$ cat config.mk
export PLATFORM = sky130hd
export DESIGN_NAME = max7219_frame_sched
export DESIGN_NICKNAME = d
export VERILOG_FILES = /design/src/rtl/max7219_frame_sched.sv
export SDC_FILE = /design/constraint.sdc
export NUM_CORES = 1
export LEC_CHECK = 0
export BUFFER_PORTS_ARGS = -buffer_cell sky130_fd_sc_hd__buf_2
export CAP_MARGIN = 40
export CELL_PAD_IN_SITES_DETAIL_PLACEMENT = 0
export CELL_PAD_IN_SITES_GLOBAL_PLACEMENT = 1
export CORE_MARGIN = 3
export CORE_UTILIZATION = 49
export CTS_CLUSTER_DIAMETER = 30
export CTS_CLUSTER_SIZE = 12
export DETAILED_ROUTE_END_ITERATION = 7
export GPL_ROUTABILITY_DRIVEN = 0
export GPL_TIMING_DRIVEN = 0
export PLACE_DENSITY = 0.81
export SYNTH_ARGS = -nofsm -noshare
export SYNTH_HDL_FRONTEND = slang
export SYNTH_SLANG_ARGS = --single-unit
$ cat constraint.sdc
create_clock -name clk_50M -period 3.3 [get_ports clk_50M]
set_input_delay 0.165 -clock clk_50M [delete_from_list [all_inputs] [get_ports clk_50M]]
set_output_delay 0.165 -clock clk_50M [all_outputs]
set_load 0.01 [all_outputs]
$ cat src/rtl/max7219_frame_sched.sv
// MAX7219 serial frame scheduler: power-up wait, register init, then dirty-digit refresh
// arbitrated against raw host register writes over the 3-wire seg_clk/seg_cs/seg_din link.
module max7219_frame_sched #(
  parameter int         CLK_DIV      = 250,
  parameter int         POWERUP_WAIT = 50000,
  parameter logic [7:0] DECODE_MODE  = 8'hFF,
  parameter logic [7:0] INTENSITY    = 8'h03,
  parameter logic [7:0] SCAN_LIMIT   = 8'h07
) (
  input  logic       clk_50M,
  input  logic       rst_n,
  input  logic       wr_en,
  input  logic [2:0] wr_digit,
  input  logic [7:0] wr_data,
  input  logic       cmd_valid,
  output logic       cmd_ready,
  input  logic [3:0] cmd_addr,
  input  logic [7:0] cmd_data,
  output logic       init_done,
  output logic       busy,
  output logic       seg_clk,
  output logic       seg_cs,
  output logic       seg_din,
  output logic [2:0] dbg_state_o
);

  // Host handshake: a command transfers in a cycle where cmd_valid and cmd_ready are both
  // high; cmd_ready only rises in IDLE after init, and the host holds cmd_valid until then.

  localparam int DIV_W = $clog2(CLK_DIV);
  localparam int PWR_W = (POWERUP_WAIT > 1) ? $clog2(POWERUP_WAIT) : 1;
  localparam logic [DIV_W-1:0] DIV_MAX = DIV_W'(CLK_DIV - 1);
  localparam logic [PWR_W-1:0] PWR_MAX = PWR_W'(POWERUP_WAIT - 1);

  localparam logic [2:0] S_PWR_WAIT = 3'd0;
  localparam logic [2:0] S_IDLE     = 3'd1;
  localparam logic [2:0] S_LOAD     = 3'd2;
  localparam logic [2:0] S_SHIFT    = 3'd3;
  localparam logic [2:0] S_LATCH    = 3'd4;

  logic [2:0]       state_q, state_d;
  logic [PWR_W-1:0] pwr_q, pwr_d;
  logic [DIV_W-1:0] div_q, div_d;
  logic [4:0]       half_q, half_d;
  logic [2:0]       init_idx_q, init_idx_d;
  logic             init_done_q, init_done_d;
  logic [15:0]      frame_q, frame_d;
  logic [7:0]       digit_q [8];
  logic [7:0]       dirty_q;
  logic [7:0]       dirty_clr;
  logic [7:0]       wr_mask;
  logic [2:0]       pick;
  logic             seg_cs_q, seg_clk_q, seg_din_q;
  logic             seg_cs_d, seg_clk_d, seg_din_d;

  function automatic logic [15:0] init_frame(input logic [2:0] idx);
    case (idx)
      3'd0:    return 16'h0F00;
      3'd1:    return 16'h0C01;
      3'd2:    return {8'h0B, SCAN_LIMIT};
      3'd3:    return {8'h0A, INTENSITY};
      default: return {8'h09, DECODE_MODE};
    endcase
  endfunction

  // Lowest dirty index wins, so scan from the top down and let the last hit stand.
  always_comb begin
    pick = 3'd0;
    for (int i = 7; i >= 0; i--) begin
      if (dirty_q[i]) pick = 3'(i);
    end
  end

  always_comb begin
    wr_mask = 8'h00;
    if (wr_en) wr_mask[wr_digit] = 1'b1;
  end

  assign cmd_ready   = (state_q == S_IDLE) && cmd_valid && init_done_q;
  assign busy        = (state_q != S_IDLE);
  assign init_done   = init_done_q;
  assign seg_cs      = seg_cs_q;
  assign seg_clk     = seg_clk_q;
  assign seg_din     = seg_din_q;
  assign dbg_state_o = state_q;

  always_comb begin
    state_d     = state_q;
    pwr_d       = pwr_q;
    div_d       = div_q;
    half_d      = half_q;
    init_idx_d  = init_idx_q;
    init_done_d = init_done_q;
    frame_d     = frame_q;
    dirty_clr   = 8'h00;
    case (state_q)
      S_PWR_WAIT: begin
        if (pwr_q == PWR_MAX) begin
          init_idx_d = 3'd0;
          frame_d    = init_frame(3'd0);
          state_d    = S_LOAD;
        end else begin
          pwr_d = pwr_q + 1'b1;
        end
      end
      S_IDLE: begin
        if (cmd_valid && init_done_q) begin
          frame_d = {4'h0, cmd_addr, cmd_data};
          state_d = S_LOAD;
        end else if (|dirty_q) begin
          frame_d         = {4'h0, {1'b0, pick} + 4'd1, digit_q[pick]};
          dirty_clr[pick] = 1'b1;
          state_d         = S_LOAD;
        end
      end
      S_LOAD: begin
        div_d   = '0;
        half_d  = 5'd0;
        state_d = S_SHIFT;
      end
      S_SHIFT: begin
        if (div_q == DIV_MAX) begin
          div_d = '0;
          if (half_q == 5'd31) state_d = S_LATCH;
          else                 half_d  = half_q + 5'd1;
        end else begin
          div_d = div_q + 1'b1;
        end
      end
      S_LATCH: begin
        if (div_q == DIV_MAX) begin
          div_d = '0;
          if (init_done_q) begin
            state_d = S_IDLE;
          end else if (init_idx_q == 3'd4) begin
            init_done_d = 1'b1;
            state_d     = S_IDLE;
          end else begin
            init_idx_d = init_idx_q + 3'd1;
            frame_d    = init_frame(init_idx_q + 3'd1);
            state_d    = S_LOAD;
          end
        end else begin
          div_d = div_q + 1'b1;
        end
      end
      default: state_d = S_PWR_WAIT;
    endcase
  end

  // Pins are registered from next-state so the link never sees decode glitches.
  always_comb begin
    seg_cs_d  = ~((state_d == S_LOAD) || (state_d == S_SHIFT));
    seg_clk_d = (state_d == S_SHIFT) && half_d[0];
    seg_din_d = 1'b0;
    if ((state_d == S_LOAD) || (state_d == S_SHIFT)) seg_din_d = frame_d[~half_d[4:1]];
  end

  always_ff @(posedge clk_50M or negedge rst_n) begin
    if (!rst_n) begin
      state_q     <= S_PWR_WAIT;
      pwr_q       <= '0;
      div_q       <= '0;
      half_q      <= 5'd0;
      init_idx_q  <= 3'd0;
      init_done_q <= 1'b0;
      frame_q     <= 16'h0000;
      seg_cs_q    <= 1'b1;
      seg_clk_q   <= 1'b0;
      seg_din_q   <= 1'b0;
    end else begin
      state_q     <= state_d;
      pwr_q       <= pwr_d;
      div_q       <= div_d;
      half_q      <= half_d;
      init_idx_q  <= init_idx_d;
      init_done_q <= init_done_d;
      frame_q     <= frame_d;
      seg_cs_q    <= seg_cs_d;
      seg_clk_q   <= seg_clk_d;
      seg_din_q   <= seg_din_d;
    end
  end

  // A same-cycle write re-marks the digit dirty even as the scheduler clears it.
  always_ff @(posedge clk_50M or negedge rst_n) begin
    if (!rst_n) begin
      dirty_q <= 8'hFF;
      for (int i = 0; i < 8; i++) digit_q[i] <= 8'h00;
    end else begin
      dirty_q <= (dirty_q & ~dirty_clr) | wr_mask;
      if (wr_en) digit_q[wr_digit] <= wr_data;
    end
  end

endmodule
## Word-level counts from Yosys, hierarchy flattened

Cells that the tools add are included.

- Word-level logic and storage cells: 129
- Flip-flop bits (word level): 127
- Input port bits: 27
- Output and inout port bits: 9

- $add $sub $neg: 5
- Bitwise logic cells: 8
- Reductions and logical operators: 17
- Eq/ne operators: 18
- Muxes and demuxes: 54
- Magnitude comparators: 8

Operator list:

| kind | number |
|---|---|
| $mux 16 | 6 |
| $bwmux 64 | 1 |
| $mux 8 | 8 |
| $mux 3 | 18 |
| $pmux 16 s3 | 1 |
| $pmux 11 s4 | 1 |
| $bmux 8 s3 | 1 |
| $demux 8 s3 | 1 |
| $eq 3x2->1 const B | 6 |
| $add 16x1->16 const B | 1 |
| $eq 16x16->1 const B | 1 |
| $pmux 8 s2 | 1 |
| $pmux 3 s5 | 1 |
| $mux 5 | 2 |
| $pmux 5 s2 | 1 |
| $add 8x1->8 const B | 1 |
| $and 8x8->8 | 1 |
| $eq 8x8->1 const B | 1 |
| $ge 4x4->1 const B | 2 |
| $lt 3x4->1 const B | 2 |
| $ne 2x2->1 const B | 4 |
| $not 3->4 | 2 |
| $not 8->8 | 1 |
| $or 8x8->8 | 1 |
| other kinds (25) | 45 |

## Logic depth before layout (Yosys ltp)

Gate-level depths: netlist (run 1).

- Depth in word-level cells: 18
- Depth in mapped cells: 12
- Depth with buffers taken out: 12

## Worst setup path after synthesis (run 1)

OpenSTA, ideal clock, no wires.

- Kind: register to register
- Start point: register dirty_q[3]
- End point: register seg_din_q, in the netlist seg_din
- Library setup time: 0.137 ns
- Arrival: 2.380 ns
- Cell stages (with the launch flop): 13
- Buffers on the path: 0
- Slack: 0.783 ns
- Data required time: 3.163 ns
- Period minus slack after synthesis: 2.517 ns
- Cell sequence: dfstp_2 > nor2_1 > a221o_1 > a21o_1 > inv_1 > ha_1 > nor3_1 > a221oi_1 > o21ai_0 > o22ai_1 > nor3_1 > nor4_1 > a311oi_2

- Longest elaborated chain between the ends: 14
- Elaborated cells between the ends (all ways): 22
- Those cells by class: 1 x add/sub; 2 x eq/ne; 16 x mux; 1 x bitwise; 2 x reduce/logical

Ends and longest elaborated chain:

| element | line | RTL |
|---|---|---|
| start, declared | 49 | `logic [7:0] dirty_q;` |
| start signal, assigned | 191 | `dirty_q <= (dirty_q & ~dirty_clr) \| wr_mask;` |
| $mux 3 (4 in series) | 70 | `if (dirty_q[i]) pick = 3'(i);` |
| $not 3->4 (implied by the code) | 111 | `frame_d = {4'h0, {1'b0, pick} + 4'd1, digit_q[pick]};` |
| $bmux 8 s3 | 111 |  |
| $mux 8 (implied by the code) (2 in series) | 111 |  |
| $mux 16 | 110 | `end else if (\|dirty_q) begin` |
| $mux 16 | 107 | `if (cmd_valid && init_done_q) begin` |
| $pmux 16 s3 | 96 | `case (state_q)` |
| $bmux 1 s4 | 156 | `if ((state_d == S_LOAD) \|\| (state_d == S_SHIFT)) seg_din_d = frame_d[~half_d[4:1]];` |
| $mux 1 (implied by the code) | 156 |  |
| $mux 1 * | 156 |  |
| via seg_din_d | 54 | `logic seg_cs_d, seg_clk_d, seg_din_d;` |
| end signal, assigned | 181 | `seg_din_q <= seg_din_d;` |
| end, declared | 53 | `logic seg_cs_q, seg_clk_q, seg_din_q;` |

Mark *: on every way through the listed nets, which the timed path passes. The rest lies on a longest branch. The select of a mux whose other input is x is not followed.
A chain may end at the register's enable or synchronous reset.

## Worst setup path in the final report (run 1)

- Start point: register dirty_q[3]
- End point: register seg_din_q, in the netlist seg_din

- Longest elaborated chain between the ends: 14
- Elaborated cells between the ends (all ways): 22
- Those cells by class: 1 x add/sub; 2 x eq/ne; 16 x mux; 1 x bitwise; 2 x reduce/logical

Ends and longest elaborated chain:

| element | line | RTL |
|---|---|---|
| $mux 3 (4 in series) | 70 |  |
| $not 3->4 (implied by the code) | 111 |  |
| $bmux 8 s3 | 111 |  |
| $mux 8 (implied by the code) (2 in series) | 111 |  |
| $mux 16 * | 110 |  |
| $mux 16 * | 107 |  |
| $pmux 16 s3 * | 96 |  |
| via frame_d[7] | 47 | `logic [15:0] frame_q, frame_d;` |
| $bmux 1 s4 * | 156 |  |
| $mux 1 (implied by the code) * | 156 |  |
| $mux 1 * | 156 |  |
| via seg_din_d | 54 |  |

Marked as above.

==> load_flow_metrics.sql, run 1 <==
INSERT INTO impl_metrics (metric_group, metric, value, unit) VALUES
('synthesis', 'netlist_instances', '585', ''),
('die', 'std_cell_rows', '40', ''),
('clocking', 'clock-sinks', '127', ''),
('synthesis', 'synth-compound-area-share', '14.9', '%'),
('worst_setup_path', 'critical_path_required', '3.62', 'ns'),
('detailed_routing', 'detail_route.vias_per_cell', '6.08', ''),
('synthesis', 'synth_edf_count', '0', ''),
('clocking', 'latest_clock_arrival_within_the_worst_skew_pair', '0.43', 'ns'),
('sta', 'max_slew.worst_pin.slew', '0.727', 'ns'),
('die', 'initial_util', '51.5', '%'),
('clocking', 'worst_setup_hold_path_clk_slew', '0.06', 'ns'),
('detailed_routing', 'drcViolationCount', '0', ''),
('pwr', 'total_leakage_power', '3.08', 'nW'),
('sta', 'rsz0062_at_grt', 'false', ''),
('worst_setup_path', 'worst_r2r_path_depth', '9', ''),
('synthesis', 'yosys.area_share.adder', '1.97', '%'),
('sta', 'skew', '0.0108', 'ns'),
('sta', 'fin_worst_hold_slack', '0.0627', 'ns'),
('die', 'die_y_extent', '120', 'um'),
('worst_setup_path', 'critical_path_arrival', '3.44', 'ns'),
('sta', 'timing.final.hold_violations', '0', ''),
('detailed_routing', 'drt_first_iter_violations', '457', ''),
('synthesis', 'avgSynthCellArea', '10.9', 'um2'),
('grt', 'overall_global_routing_usage', '23.7', '%'),
('worst_setup_path', 'timing.critical_path.to_type', 'flip-flop', ''),
('worst_setup_path', 'slowest_stage', 'dfstp_2', ''),
('pwr', 'power.net_switching', '0.939', 'mW'),
('min_path', 'hold_path_depth', '3', ''),
('clocking', 'cts_max_path_buffers', '2', ''),
('synthesis', 'post_synthesis_register_bit_count', '127', ''),
('synthesis', 'nets_in_the_synthesized_netlist', '622', ''),
('sta', 'final.period_utilization', '94.5', '%'),
('worst_setup_path', 'cpPeakStageDelay', '0.57', 'ns'),
('synthesis', 'yosys.area_share.xor_xnor', '2.48', '%'),
('clocking', 'cts_made_buffers', '17', ''),
('sta', 'setup_violations', '0', ''),
('pwr', 'cell_internal_pwr', '2.90', 'mW'),
('die', 'core_region_area', '12400', 'um2'),
('synthesis', 'synth.mux.area_fraction', '12.7', '%'),
('detailed_routing', 'routed_wire_length_per_instance', '19.5', 'um'),
('cells_and_area', 'layout-drive-gt1-share', '26.6', '%'),
('grt', 'grt_antenna_before_repair', '0', ''),
('grt', 'grt_max_degree', '94', ''),
('run', 'number_of_maximum_capacitance_violations', '0', ''),
('clocking', 'tritoncts', 'built', ''),
('status', 'run_status', 'complete, no violations', ''),
('detailed_routing', 'finalWirelength', '16100', 'um'),
('clocking', 'h-tree-depth', '4', ''),
('synthesis', 'synth-seq-area-share', '50.1', '%'),
('worst_setup_path', 'crit_path_cell_trace', 'nor4_2 > o211ai_1 > buf_4 > clkbuf_1 > o221ai_1 > o211ai_1 > mux2i_1 > mux2_2 > a311oi_2', ''),
('synthesis', 'synth-simple-area-share', '15.7', '%'),
('pwr', 'combinationalPowerShare', '8.1', '%'),
('cells_and_area', 'finalNetCount', '679', ''),
('grt', 'gr_ovfl_total', '0', ''),
('detailed_routing', 'detailedRoute.firstPassIterationCount', '6', ''),
('synthesis', 'synthDistinctLibCells', '62', ''),
('pwr', 'power-per-cell-area', '519', 'nW/um2'),
('synthesis', 'async_reset_ff_share', '100', '%'),
('worst_setup_path', 'timing.critical_path.from_type', 'flip-flop', ''),
('worst_setup_path', 'critical_path_peak_fanout', '10', ''),
('sta', 'totalNegativeSetupSlack', '0', 'ns'),
('pwr', 'seqPwrFrac', '47.9', '%'),
('worst_setup_path', 'crit_path_frequent_cell', 'o211ai_1', ''),
('placed_design', 'hpwl_detailed', '11000', 'um'),
('pwr', 'p_sw_share', '24.5', '%'),
('worst_setup_path', 'setup.worst_path.class', 'flip-flop to flip-flop', ''),
('detailed_routing', 'antenna_violation_net_count_after_detailed_routing', '0', ''),
('cells_and_area', 'syn2layout_area_growth', '16.3', '%'),
('synthesis', 'synth-warning-count', '0', ''),
('die', 'design.die.area', '14400', 'um2'),
('pwr', 'finalPower', '3.84', 'mW');
cells in the mapped netlist (all sizes together), types with 8 or more instances:
master  count  area (um2)
xnor2      13         114
ha         10         125
nor3       12        60.1
nand3      17        85.1
clkbuf     13        48.8
nand2      36         135
nor2       44         165
dfrtp     118        2950
o21ai      31         155
nand2b     10        62.6
o31ai      11        82.6
nor4        8        68.8
inv        11        41.3
o211ai     15         123
and3        9        56.3
a21oi      23         126
o22ai      16         100
buf         9        45.0
nand4      11        68.8
o221ai      9        78.8
mux2       68         766
dfstp       9         236
cell families after synthesis:
logic type,after synthesis
AOI/OAI and AO/OA,138
xor gates and xnor gates,18
adders and majority gates,10
buffers and inverters,33
DFF,127
muxes,72
and+or+nand+nor,187
power by group through the flow:
stage	sequential [mW]	clock, mW	combinational [mW]
floorplan	1.83	0	0.212
global placement	1.85	0	0.291
detailed placement	1.86	0	0.315
CTS	1.84	1.71	0.316
global route	1.85	1.79	0.347
finish	1.84	1.69	0.312
registers in the layout (all words and copies together) (netlist names), 3 cells and up:
name / count
dirty_q: 8
init_idx_q: 3
half_q: 5
pwr_q: 16
frame_q: 16
dbg_state_o: 3
digit_q: 64
div_q: 8
path summary, 6_finish.rpt:
check,start,end,slack [ns]
worst max-delay path,dirty_q[3],seg_din,0.18
worst min-delay path,cmd_addr[3],frame_q[11],0.06
worst max register to register,dirty_q[3],seg_din,0.18
worst min register to register,div_q[7],div_q[7],0.48
max in group asynchronous,rst_n,frame_q[6],2.33
min in group asynchronous,rst_n,pwr_q[4],0.20
critical path: cells and delay by family, from the launching register on:
| kind | cells | cell delay, ns |
|---|---|---|
| mux | 2 | 0.40 |
| compound gates | 4 | 1.18 |
| simple gates | 1 | 0.07 |
| buf+inv | 2 | 0.79 |
| flops | 1 | 0.57 |
layout make-up:
class | count | area [um2]
plain buffers | 21 | 90.1
clock buffers | 19 | 443
clock inverters | 13 | 91.3
fillers | 1068 | 4960
inverters | 11 | 41.3
multi-input cells | 425 | 3080
flip-flops and latches | 127 | 3190
well taps | 168 | 210
repair buffers | 39 | 255
stage by stage:
step	util [%]	cells	setup WS, ns	instance area, um2
final	59.8	823	0.182	7400
after global routing	59.8	823	0.00431	7400
after CTS	59.7	824	0.0174	7380
after detailed placement	55.3	791	0.0316	6840
after global placement	54.4	784	0.0513	6730
after floorplan	-	585	0.783	6360
timing repair:
| item | CTS | global route |
|---|---|---|
| hold buffers | 1 | 0 |
| endpoints found under the hold margin | 34 | 0 |
| endpoints found under the setup margin | 0 | 1 |
| gates resized for setup | 0 | 4 |
per-layer routing:
metal	vias to the layer above	part of all wire, %	GRT usage [%]
met2	150	48	37.3
met3	27	4.9	5.84
li1	2312	-	-
met4	0	1.7	7.37
met5	-	0	0
met1	2515	45	32.4
placed cells by master (no fill, tap or decap), drive strengths merged, types with 10 or more instances in the layout:
cell | netlist | final
nand2b | 10 | 10
nor2 | 44 | 44
nand2 | 36 | 36
inv | 11 | 13
mux2 | 68 | 68
a21oi | 23 | 23
o21ai | 31 | 31
buf | 9 | 47
nand4 | 11 | 11
ha | 10 | 10
dfrtp | 118 | 118
o31ai | 11 | 11
clkbuf | 13 | 31
o22ai | 16 | 16
xnor2 | 13 | 13
nor3 | 12 | 12
o211ai | 15 | 15
nand3 | 17 | 17
Note: power is estimated with default switching activity, not from simulation.
==> run 2: changes to the inputs <==
--- a/config.mk
+++ b/config.mk
@@ -16,7 +16,7 @@
 export DETAILED_ROUTE_END_ITERATION = 7
 export GPL_ROUTABILITY_DRIVEN = 0
 export GPL_TIMING_DRIVEN = 0
-export PLACE_DENSITY = 0.81
+export PLACE_DENSITY = 0.9
 export SYNTH_ARGS = -nofsm -noshare
 export SYNTH_HDL_FRONTEND = slang
 export SYNTH_SLANG_ARGS = --single-unit
==> run 2 against run 1 <==
Net effect: clock skew fell by 0.0027 ns; clock power rose by 21%; first-iteration DRC count fell by 6.1%; routed wire length rose by 0.78%; global-route usage barely moved; setup slack got worse by 0.041 ns; sequential share of layout area fell by 0.58 points; non-clock buffer count did not move; die area did not move; combinational power barely moved; largest power group is now the clock network.
==> load_flow_metrics.sql, run 2 (synthesis results as in run 1) <==
INSERT INTO impl_metrics (metric_group, metric, value, unit) VALUES
('pwr', 'power-per-cell-area', '560', 'nW/um2'),
('worst_setup_path', 'timing.critical_path.from_type', 'flip-flop', ''),
('cells_and_area', 'regMostFlops', 'digit_q', ''),
('cells_and_area', 'utilization', '60.6', '%'),
('clocking', 'cts_max_path_buffers', '2', ''),
('die', 'core_region_area', '12400', 'um2'),
('cells_and_area', 'antenna_cells', '0', ''),
('cells_and_area', 'finalNetCount', '679', ''),
('die', 'design.die.area', '14400', 'um2'),
('clocking', 'h-tree-depth', '4', ''),
('grt', 'grt_max_degree', '67', ''),
('clocking', 'cts_made_buffers', '17', ''),
('clocking', 'latest_clock_arrival_within_the_worst_skew_pair', '0.42', 'ns'),
('clocking', 'worst_setup_hold_path_clk_slew', '0.06', 'ns'),
('clocking', 'clockRootBuffer', 'clkbuf_16', ''),
('pwr', 'vdd.ir_drop.worst', '0.644', 'mV'),
('min_path', 'worstHoldPathType', 'primary input to flip-flop', ''),
('die', 'design.portCount', '36', ''),
('placed_design', 'portBuffers', '31', ''),
('sta', 'final.period_utilization', '95.7', '%'),
('sta', 'report.final.slew_viol_count', '0', ''),
('run', 'number_of_maximum_capacitance_violations', '0', ''),
('sta', 'totalNegativeSetupSlack', '0', 'ns'),
('detailed_routing', 'drt_first_iter_violations', '429', ''),
('clocking', 'tritoncts', 'built', ''),
('die', 'initial_util', '51.5', '%'),
('sta', 'skew', '0.00816', 'ns'),
('cells_and_area', 'reg.largest.list', 'digit_q: 64 flops, frame_q: 16 flops, pwr_q: 16 flops', ''),
('grt', 'overall_global_routing_usage', '23.8', '%'),
('cells_and_area', 'final_area', '7500', 'um2'),
('die', 'die_x', '120', 'um'),
('clocking', 'clock-sinks', '127', ''),
('grt', 'gr_ovfl_total', '0', ''),
('grt', 'grt_pass1_wl', '26500', 'um'),
('placed_design', 'hpwl_detailed', '11000', 'um'),
('cells_and_area', 'layout.cells.most_common', 'dfrtp_1', ''),
('cells_and_area', 'leading_cell_types_in_the_layout_fill_and_taps_excluded', 'dfrtp_1 (118), mux2_2 (67), nor2_1 (44), buf_2 (39), nand2_1 (36)', ''),
('detailed_routing', 'dr_total_vias', '5046', ''),
('sta', 'max_slew.worst_pin.slew', '0.901', 'ns'),
('worst_setup_path', 'setup.worst_path.class', 'flip-flop to flip-flop', ''),
('worst_setup_path', 'critical_path_arrival', '3.47', 'ns'),
('detailed_routing', 'detailedRoute.firstPassIterationCount', '6', ''),
('cells_and_area', 'layout-drive-gt1-share', '26.1', '%'),
('detailed_routing', 'antenna_violation_net_count_after_detailed_routing', '0', ''),
('die', 'std_cell_rows', '40', ''),
('sta', 'setup_violations', '0', ''),
('pwr', 'total_leakage_power', '3.13', 'nW'),
('cells_and_area', 'largest_register_ffs', '64', ''),
('grt', 'grt_antenna_before_repair', '0', ''),
('grt', 'first_global_vias', '4981', ''),
('sta', 'fmaxAchievable', '317', 'MHz'),
('detailed_routing', 'detail_route.vias_per_cell', '6.13', ''),
('status', 'run_status', 'complete, no violations', ''),
('sta', 'timing.final.hold_violations', '0', ''),
('worst_setup_path', 'critical_path_peak_fanout', '7', ''),
('detailed_routing', 'drcViolationCount', '0', ''),
('die', 'die_y_extent', '120', 'um'),
('worst_setup_path', 'critical_path_required', '3.61', 'ns'),
('cells_and_area', 'syn2layout_area_growth', '17.9', '%'),
('detailed_routing', 'finalWirelength', '16200', 'um'),
('sta', 'slew_headroom', '39.5', '%'),
('sta', 'fin_crit', '3.16', 'ns'),
('placed_design', 'placed_area', '6830', 'um2'),
('worst_setup_path', 'timing.critical_path.to_type', 'flip-flop', ''),
('sta', 'rsz0062_at_grt', 'false', ''),
('detailed_routing', 'routed_wire_length_per_instance', '19.7', 'um');
[run 2: cell count changes in the layout (fill, tap and decap cells not counted), moves of 2 or more]
cell / change
inv_6: -2
clkinv_2: -3
clkinv_4: -2
bufinv_16: +5
clkbuf_1: +2
[run 2: worst max-delay path, cell delays in order, from the launching register on]
cell,delay (ns)
dfrtp_1,0.44
inv_1,0.09
ha_1,0.31
a21oi_1,0.37
nand3_1,0.40
a21oi_2,0.47
a21oi_1,0.07
o211ai_1,0.14
mux2i_1,0.15
mux2_2,0.29
a311oi_2,0.31
[run 2: final timing paths]
kind                       depth (start not counted)          start  slack (ns)          end
max                                               10  init_idx_q[0]        0.14      seg_din
min                                                2     wr_data[3]        0.07  digit_q[59]
max reg2reg                                       10  init_idx_q[0]        0.14      seg_din
min reg2reg                                        1      pwr_q[15]        0.46    pwr_q[15]
max in group asynchronous                          3          rst_n        2.27   dirty_q[2]
min in group asynchronous                          2          rst_n        0.30     pwr_q[3]
[run 2: timing repair]
action | in CTS | in global routing
gates resized for setup | 0 | 4
hold buffers | 1 | 0
setup endpoints to repair | 0 | 1
endpoints found under the hold margin | 58 | 0
setup buffers | 0 | 0
[run 2: area by class of cell]
cell class | instances | area, um2
clock inverters | 10 | 184
clock buffers | 22 | 464
well taps | 168 | 210
flip-flops and latches | 127 | 3190
multi-input cells | 425 | 3070
repair buffers | 38 | 244
plain buffers | 22 | 95.1
inverters | 11 | 41.3
fillers | 1016 | 4860
[run 2: power breakdown]
group,switching (mW),internal [mW]
clock network,0.669,1.38
logic,0.134,0.179
registers,0.0999,1.74
total,0.903,3.30
[run 2: through the flow]
step                setup slack, ns  total power, mW  hold slack, ns  instances
floorplan                     0.783             2.04          -0.131        585
global placement              0.123             2.14           0.454        784
detailed placement            0.105             2.18           0.187        790
CTS                          0.0582             4.23          0.0503        823
global route                 0.0159             4.36          0.0510        823
finish                        0.141             4.20          0.0743        823
[run 2: routing by layer]
layer  GRT usage, %  vias up  part of all wire (%)
met5              0        -                     0
met4           7.16        0                   1.4
met3           6.41       25                   7.2
met2           37.0      191                    47
met1           32.6     2538                    44
li1               -     2292                     -
